## src/rtl/seg7_scan_decoder.sv

```systemverilog
// Seven-segment scan decoder: settles each multiplexed digit, gathers positions into a
// shadow frame and publishes complete 8-digit frames with stability and timeout status.
module seg7_scan_decoder #(
    parameter int unsigned SETTLE  = 2,
    parameter int unsigned TIMEOUT = 4096
) (
    input  logic        clk,
    input  logic        rst_n,
    input  logic [7:0]  seg7_sel,
    input  logic [7:0]  seg7,
    output logic [39:0] digits,
    output logic [7:0]  dp,
    output logic [7:0]  illegal,
    output logic        frame_valid,
    output logic        stable,
    output logic        sel_err,
    output logic        scan_lost,
    output logic [7:0]  frame_cnt
);

    // state     | meaning
    // S_IDLE    | no capture since reset or since scan_lost
    // S_COLLECT | gathering positions into the shadow frame
    // S_PUBLISH | shadow frame was just copied to the outputs
    typedef enum logic [1:0] {S_IDLE, S_COLLECT, S_PUBLISH} state_t;

    localparam int unsigned   IW         = $clog2(TIMEOUT + 1);
    localparam logic [3:0]    SETTLE_C   = 4'(SETTLE);
    localparam logic [IW-1:0] TIMEOUT_C  = IW'(TIMEOUT);
    localparam logic [IW-1:0] IDLE_ONE   = IW'(1);
    localparam logic [4:0]    CODE_BLANK = 5'd16;
    localparam logic [4:0]    CODE_BAD   = 5'd31;

    function automatic logic [4:0] decode(input logic [6:0] pat);
        case (pat)
            7'h3F:   decode = 5'd0;
            7'h06:   decode = 5'd1;
            7'h5B:   decode = 5'd2;
            7'h4F:   decode = 5'd3;
            7'h66:   decode = 5'd4;
            7'h6D:   decode = 5'd5;
            7'h7D:   decode = 5'd6;
            7'h07:   decode = 5'd7;
            7'h7F:   decode = 5'd8;
            7'h6F:   decode = 5'd9;
            7'h77:   decode = 5'd10;
            7'h7C:   decode = 5'd11;
            7'h39:   decode = 5'd12;
            7'h5E:   decode = 5'd13;
            7'h79:   decode = 5'd14;
            7'h71:   decode = 5'd15;
            7'h00:   decode = 5'd16;
            7'h40:   decode = 5'd17;
            default: decode = CODE_BAD;
        endcase
    endfunction

    state_t          state_q, state_d;
    logic [7:0]      sel_q, seg_q;
    logic [15:0]     prev_q;
    logic [3:0]      settle_q, settle_d;
    logic [IW-1:0]   idle_q, idle_d;
    logic [7:0]      seen_q, seen_d;
    logic [7:0][4:0] shadow_code_q, shadow_code_d;
    logic [7:0]      shadow_dp_q, shadow_dp_d;
    logic [7:0]      shadow_ill_q, shadow_ill_d;
    logic [7:0][4:0] digits_q, digits_d;
    logic [7:0]      dp_q, dp_d;
    logic [7:0]      illegal_q, illegal_d;
    logic            frame_valid_q, frame_valid_d;
    logic            stable_q, stable_d;
    logic            sel_err_q, sel_err_d;
    logic [7:0]      frame_cnt_q, frame_cnt_d;

    logic [15:0]     cur;
    logic            same, hit, sel_onehot, capture, lost_rise, publish;
    logic [4:0]      code;

    always_comb begin
        cur        = {sel_q, seg_q};
        same       = (cur == prev_q);
        code       = decode(seg_q[6:0]);
        sel_onehot = (sel_q != 8'd0) && ((sel_q & (sel_q - 8'd1)) == 8'd0);

        if (!same)                     settle_d = 4'd1;
        else if (settle_q >= SETTLE_C) settle_d = SETTLE_C;
        else                           settle_d = settle_q + 4'd1;

        // a change re-arms capture even when SETTLE is 1 and the counter never moves
        hit       = (settle_d == SETTLE_C) && (!same || (settle_q != SETTLE_C));
        capture   = hit && sel_onehot;
        sel_err_d = hit && !sel_onehot && (sel_q != 8'd0);

        if (capture)                 idle_d = '0;
        else if (idle_q == TIMEOUT_C) idle_d = idle_q;
        else                          idle_d = idle_q + IDLE_ONE;
        lost_rise = (idle_d == TIMEOUT_C) && (idle_q != TIMEOUT_C);

        state_d = state_q;
        publish = 1'b0;
        case (state_q)
            S_IDLE:    if (capture) state_d = S_COLLECT;
            S_COLLECT: if (seen_q == 8'hFF) begin
                state_d = S_PUBLISH;
                publish = 1'b1;
            end
            S_PUBLISH: state_d = S_COLLECT;
            default:   state_d = S_IDLE;
        endcase
        if (lost_rise) state_d = S_IDLE;

        seen_d        = (publish || lost_rise) ? 8'd0 : seen_q;
        shadow_code_d = shadow_code_q;
        shadow_dp_d   = shadow_dp_q;
        shadow_ill_d  = shadow_ill_q;
        for (int i = 0; i < 8; i++) begin
            if (capture && sel_q[i]) begin
                shadow_code_d[i] = code;
                shadow_dp_d[i]   = seg_q[7];
                shadow_ill_d[i]  = (code == CODE_BAD);
                seen_d[i]        = 1'b1;
            end
        end

        digits_d      = digits_q;
        dp_d          = dp_q;
        illegal_d     = illegal_q;
        stable_d      = stable_q;
        frame_cnt_d   = frame_cnt_q;
        frame_valid_d = publish;
        if (publish) begin
            stable_d    = (shadow_code_q == digits_q) && (shadow_dp_q == dp_q);
            digits_d    = shadow_code_q;
            dp_d        = shadow_dp_q;
            illegal_d   = shadow_ill_q;
            frame_cnt_d = frame_cnt_q + 8'd1;
        end
    end

    always_ff @(posedge clk or negedge rst_n) begin
        if (!rst_n) begin
            state_q       <= S_IDLE;
            sel_q         <= '0;
            seg_q         <= '0;
            prev_q        <= '0;
            settle_q      <= '0;
            idle_q        <= '0;
            seen_q        <= '0;
            shadow_code_q <= {8{CODE_BLANK}};
            shadow_dp_q   <= '0;
            shadow_ill_q  <= '0;
            digits_q      <= {8{CODE_BLANK}};
            dp_q          <= '0;
            illegal_q     <= '0;
            frame_valid_q <= 1'b0;
            stable_q      <= 1'b0;
            sel_err_q     <= 1'b0;
            frame_cnt_q   <= '0;
        end else begin
            state_q       <= state_d;
            sel_q         <= seg7_sel;
            seg_q         <= seg7;
            prev_q        <= cur;
            settle_q      <= settle_d;
            idle_q        <= idle_d;
            seen_q        <= seen_d;
            shadow_code_q <= shadow_code_d;
            shadow_dp_q   <= shadow_dp_d;
            shadow_ill_q  <= shadow_ill_d;
            digits_q      <= digits_d;
            dp_q          <= dp_d;
            illegal_q     <= illegal_d;
            frame_valid_q <= frame_valid_d;
            stable_q      <= stable_d;
            sel_err_q     <= sel_err_d;
            frame_cnt_q   <= frame_cnt_d;
        end
    end

    assign digits      = digits_q;
    assign dp          = dp_q;
    assign illegal     = illegal_q;
    assign frame_valid = frame_valid_q;
    assign stable      = stable_q;
    assign sel_err     = sel_err_q;
    assign scan_lost   = (idle_q == TIMEOUT_C);
    assign frame_cnt   = frame_cnt_q;

endmodule
```

## config.mk

```make
export PLATFORM = sky130hd
export DESIGN_NAME = seg7_scan_decoder
export DESIGN_NICKNAME = d
export VERILOG_FILES = /design/src/rtl/seg7_scan_decoder.sv
export SDC_FILE = /design/constraint.sdc
export NUM_CORES = 1
export LEC_CHECK = 0
export BUFFER_PORTS_ARGS = -buffer_cell sky130_fd_sc_hd__buf_2
export CORE_ASPECT_RATIO = 0.6
export CORE_MARGIN = 2
export CORE_UTILIZATION = 40
export DETAILED_ROUTE_END_ITERATION = 10
export GPL_TIMING_DRIVEN = 0
export HOLD_SLACK_MARGIN = 0.12
export SKIP_LAST_GASP = 1
export SYNTH_ARGS = -nofsm -noshare
export SYNTH_HDL_FRONTEND = slang
export SYNTH_SLANG_ARGS = --single-unit
```

## constraint.sdc

```tcl
create_clock -name clk -period 2.5 [get_ports clk]
set_input_delay 0.75 -clock clk [delete_from_list [all_inputs] [get_ports clk]]
set_output_delay 0.75 -clock clk [all_outputs]
set_load 0.005 [all_outputs]
```

# == Word-level counts from Yosys, hierarchy flattened ==
# Index checks and enable logic that the tools add are counted.
# totals
register_bits,182
inputBits,18
output_inout_bits,68
wordCells,141
# classes
addsub,4
magnitude_cmp,1
n_eq_ne,31
mux,20
n_bitwise,1
n_reduce_logical,32
# op_table
operator,count
$eq 7x7->1 const B,13
$pmux 5 s18,1
$eq 40x40->1,1
$eq 13x13->1 const B,2
$mux 13,2
$eq 16x16->1,1
$reduce_bool 2->1,8
$logic_and 1x1->1,15
$eq 7x3->1 const B,2
$eq 7x6->1 const B,2
$add 13x1->13 const B,1
$ne 13x13->1 const B,1
$mux 1,10
$add 8x1->8 const B,1
$and 8x8->8,1
$eq 8x8->1,1
$eq 8x8->1 const B,1
$logic_not 8->1,1
$mux 4,2
$mux 8,1
$reduce_bool 8->1,1
$sub 8x1->8 const B,1
$logic_not 7->1,1
$mux 2,3
other kinds (13),16

# == Longest topological paths before layout ==
# depth
depth_word,12
ltp_mapped,10
mapped_depth_nobuf,8

# == Worst setup path after synthesis ==
# OpenSTA, ideal clock, no wires.
# synth_path
path_type,register to register
start,register idle_q[1]
end,register state_q[0]
setup_time_ns,0.126
t_arrival_ns,2.193
required_time_ns,2.374
path_slack_ns,0.181
path_stages_with_launch,8
path_buffers,0
period_less_slack_ns,2.319
cell_sequence,dfrtp_1 -> ha_1 -> nand3_2 -> or4_1 -> xor2_1 -> or4_1 -> nor4_1 -> nor2_1
# synth_via
elab_chain_cells,7
elab_cells_between_ends,11
classes_between,1 x add/sub; 5 x eq/ne; 3 x mux; 2 x reduce/logical
# synth_rtl
item,line_no,text
start: declaration,62,"logic [IW-1:0] idle_q, idle_d;"
start signal: assignment,165,idle_q <= idle_d;
$add 13x1->13 / $eq 13x13->1 (equally long branches),"96, 95",
$mux 13,95,else if (idle_q == TIMEOUT_C) idle_d = idle_q;
$mux 13,94,if (capture) idle_d = '0;
$eq 13x13->1,97,lost_rise = (idle_d == TIMEOUT_C) && (idle_q != TIMEOUT_C);
$logic_and 1x1->1 *,97,
$ne 3x3->1 (no source line),n/a,
$reduce_and 2->1 (no source line),n/a,
end signal: assignment,160,state_q <= state_d;
end: declaration,58,"state_t state_q, state_d;"
# Every way passes the cells marked *; elsewhere a longest branch is shown, timed or not.
# A chain may end at the register's enable or synchronous reset.

# == Worst setup path in the final report ==
# layout_path
start,register seg_q[3]
end,register shadow_code_q[35] (netlist bit)
# layout_via
elab_chain_cells,6
elab_cells_between_ends,27
classes_between,19 x eq/ne; 2 x mux; 6 x reduce/logical
# layout_rtl
item,line_no,text
start: declaration,59,"logic [7:0] sel_q, seg_q;"
start signal: assignment,162,seg_q <= seg7;
$eq 16x16->1,81,same = (cur == prev_q);
$mux 4 / $logic_not 1->1 (equally long branches),"85, 90",
$eq 4x2->1 / $logic_or 1x1->1 (equally long branches),90,hit = (settle_d == SETTLE_C) && (!same || (settle_q != SETTLE_C));
$logic_and 1x1->1,90,
$logic_and 1x1->1,91,capture = hit && sel_onehot;
$logic_and 1x1->1,117,if (capture && sel_q[i]) begin
end signal: assignment,149,shadow_code_q <= {8{CODE_BLANK}};
end signal: assignment,167,shadow_code_q <= shadow_code_d;
end: declaration,64,"logic [7:0][4:0] shadow_code_q, shadow_code_d;"
# Parallel ways exist; a longest one is shown, timed or not.

==> impl_metrics.ini <==
[outcome]
status = completed

[synth]
netlist_area_mm2 = 0.00807
ys_types = 64
synth_ff_type = dfrtp_1
yosys_warnings = 0
ys_async_sr_fraction = 1.00
syn_nets = 748
avgSynthCellArea_um2 = 11.1
synth_seq_cells = 182
synth_edf_count = 0
synth_cells = 725
ys_seq_area_frac = 0.567

[placement]
place_area_mm2 = 0.00887
port_buffers = 85
preCtsSetupSlack_ps = -399
gp_congestion = 0.816
hpwl_um = 13400

[pwr]
power_density_mw_per_mm2 = 610
leakage_nw = 5.25
ir_worst_vdd_uv = 500

[critical_path]
critPathCaptureType = flip-flop
cp-start-kind = flip-flop
worst-path-max-fanout = 9
path_class = reg2reg
arrival_ps = 2750
ff2ff_setup_slack_ps = 60
critPathRequiredTime_ps = 2810

[clocking]
cts_buffers = 17
clk_path_buf_depth = 2
path_clk_slew_ps = 80
h-tree-depth = 4
clock_latency_ps = 430
clkSinkCount = 182
root_buffer = clkbuf_16
cts_tree = done

[route]
wire_per_inst_um = 17.4
drt-total-wl_um = 19700
drtAntennaViolNets = 0
dr.pass1.iters = 5
drt-vias-per-instance = 4.98
drc = 0
vias = 5648
drt_iter0_markers = 354

[die]
die_h_um = 114
io_pins = 86
die_x_um = 187
rows = 40
start_util = 0.406
coreArea_mm2 = 0.0199
die_area_mm2 = 0.0214

[global_routing]
grt_pass1_wl_um = 31300
grt_pass1_vias = 5440
gr-total-overflow = 0
grt.total_usage = 0.192
grt_max_degree = 121
antenna_found_initial = 0

[sta]
fin_crit_sh = 0.976
timing.slew.headroom = 0.419
drv_slew = 0
fin_ws_ps = 61.1
min_period_ps = 2440
final-hold-violation-count = 0
setup_viol = 0
clock_skew_ps = 17.5
timing.fmax_mhz = 410
rsz0062_at_grt = yes
tightestPinTransition_ps = 867

[layout]
fin_nets = 870
stdcell_area_mm2 = 0.00982
fillers = 1833
syn_to_final_growth_pct = 21.7
drive_gt1_frac = 0.278

[hold_path]
hold_class = in2async

[job]
drv_cap = 0
==> metal layers <==
layer	global-route usage	part of all wire	wire, um
met4	0.0487	0.0085	167
met3	0.0366	0.047	924
met2	0.254	0.41	8010
met1	0.314	0.54	10600
met5	0	0	0
==> area by class of cell <==
cell class                      count  area, um2  share of cell area
Sequential cell                   182       4580               0.467
Multi-Input combinational cell    477       3370               0.343
Timing Repair Buffer              103        608              0.0620
Clock buffer                       18        439              0.0447
Tap cell                          273        342              0.0348
Buffer                             32        185              0.0189
Clock inverter                     14        160              0.0163
Inverter                           34        128              0.0130
Antenna cell                        1       2.50            0.000255
==> power by group <==
group          internal (mW)  switching, mW
clock                   1.45           1.29
sequential              2.97         0.0332
combinational         0.0856          0.151
==> registers in the layout, indices dropped and copies added (netlist names), 4 cells and up <==
| register | flops |
|---|---|
| illegal | 8 |
| shadow_dp_q | 8 |
| shadow_code_q | 40 |
| dp | 8 |
| digits | 40 |
| prev_q | 16 |
| seg_q | 8 |
| idle_q | 13 |
| shadow_ill_q | 8 |
| frame_cnt | 8 |
| sel_q | 8 |
| settle_q | 4 |
| seen_q | 8 |
==> cells in the final DEF, fill, tap and decap left out, types with 4 or more instances in the layout <==
cell,n
nor3_1,8
o21ai_0,29
xnor2_1,27
clkbuf_2,4
and3_1,7
clkbuf_1,13
buf_4,18
nand2_1,144
mux2_4,16
nand2_8,4
clkinv_4,4
nand3b_1,4
buf_2,89
dfrtp_2,8
dfstp_2,16
and2_1,5
nand4_1,16
inv_1,33
clkbuf_16,18
nand2_2,5
mux2_2,17
xor2_1,55
a21oi_1,11
mux2i_1,25
dfrtp_1,158
nand3_1,6
nor4_1,16
inv_8,4
a31oi_1,4
nor2_1,19
==> critical path, cell delays in order (launching register included) <==
cell and delay (ps):
dfrtp_2 430, or4_4 520, or3_4 410, nor3b_4 170, o211ai_1 110, buf_4 160
o221ai_4 190, mux2_4 330
==> path summary, 6_finish.rpt <==
| path | from | endpoint | cells after the start |
|---|---|---|---|
| min | rst_n | shadow_code_q[31]$_DFFE_PN0P_ | 1 |
| max | seg_q[3]$_DFF_PN0_ | shadow_code_q[35]$_DFFE_PN0P_ | 7 |
| min in group clk | seg7[4] | seg_q[4]$_DFF_PN0_ | 1 |
| min reg2reg | seg_q[6]$_DFF_PN0_ | prev_q[6]$_DFF_PN0_ | 0 |
| max in group asynchronous | rst_n | sel_q[7]$_DFF_PN0_ | 2 |
| max reg2reg | seg_q[3]$_DFF_PN0_ | shadow_code_q[35]$_DFFE_PN0P_ | 7 |
==> repair_timing <==
action / 4_1_cts / 5_1_grt
hold buffers: 0 / 0
pin swaps: 0 / 10
gates cloned: 0 / 1
setup endpoints to repair: 77 / 73
resized for setup: 15 / 44
setup buffers: 3 / 13
==> synth_stat cells (7+ instances only) <==
cell / number / area (um2)
inv_1: 34 / 128
mux2i_1: 25 / 250
mux2_4: 16 / 240
dfrtp_1: 166 / 4150
nand4_1: 16 / 100
dfstp_2: 16 / 420
nor2_1: 19 / 71.3
a21oi_1: 12 / 60.1
xnor2_1: 30 / 263
o21ai_0: 29 / 145
xor2_1: 55 / 482
and3_1: 7 / 43.8
nand2_1: 145 / 544
nor3_1: 8 / 40.0
nor4_1: 18 / 113
mux2_2: 17 / 191
clkbuf_1: 21 / 78.8
==> cells by family (layout without fill, tap and decap cells) <==
group / after synthesis / count (layout) / synth area share
buf+inv: 66 / 201 / 0.0351
simple gates: 259 / 259 / 0.159
other cells: 1 / 2 / 0.000465
flops: 182 / 182 / 0.567
xor+xnor: 85 / 85 / 0.0923
compound gates: 69 / 69 / 0.0541
fa+ha+maj: 5 / 5 / 0.00776
mux: 58 / 58 / 0.0845
==> per-stage QoR <==
| stage | hold slack (ps) | std cells | total power [mW] | utilization | TNS, ps |
|---|---|---|---|---|---|
| detailed placement | 400 | 1084 | 3.27 | 0.446 | -18450 |
| CTS | 268 | 1119 | 6.02 | 0.481 | -11.1 |
| floorplan | 352 | 725 | 3.15 | - | 0 |
| global placement | 380 | 1083 | 3.26 | 0.445 | -421110 |
| finish | 257 | 1134 | 5.98 | 0.494 | 0 |
| global route | 273 | 1133 | 6.20 | 0.494 | -205 |
Note: power is estimated with default switching activity, not from simulation.
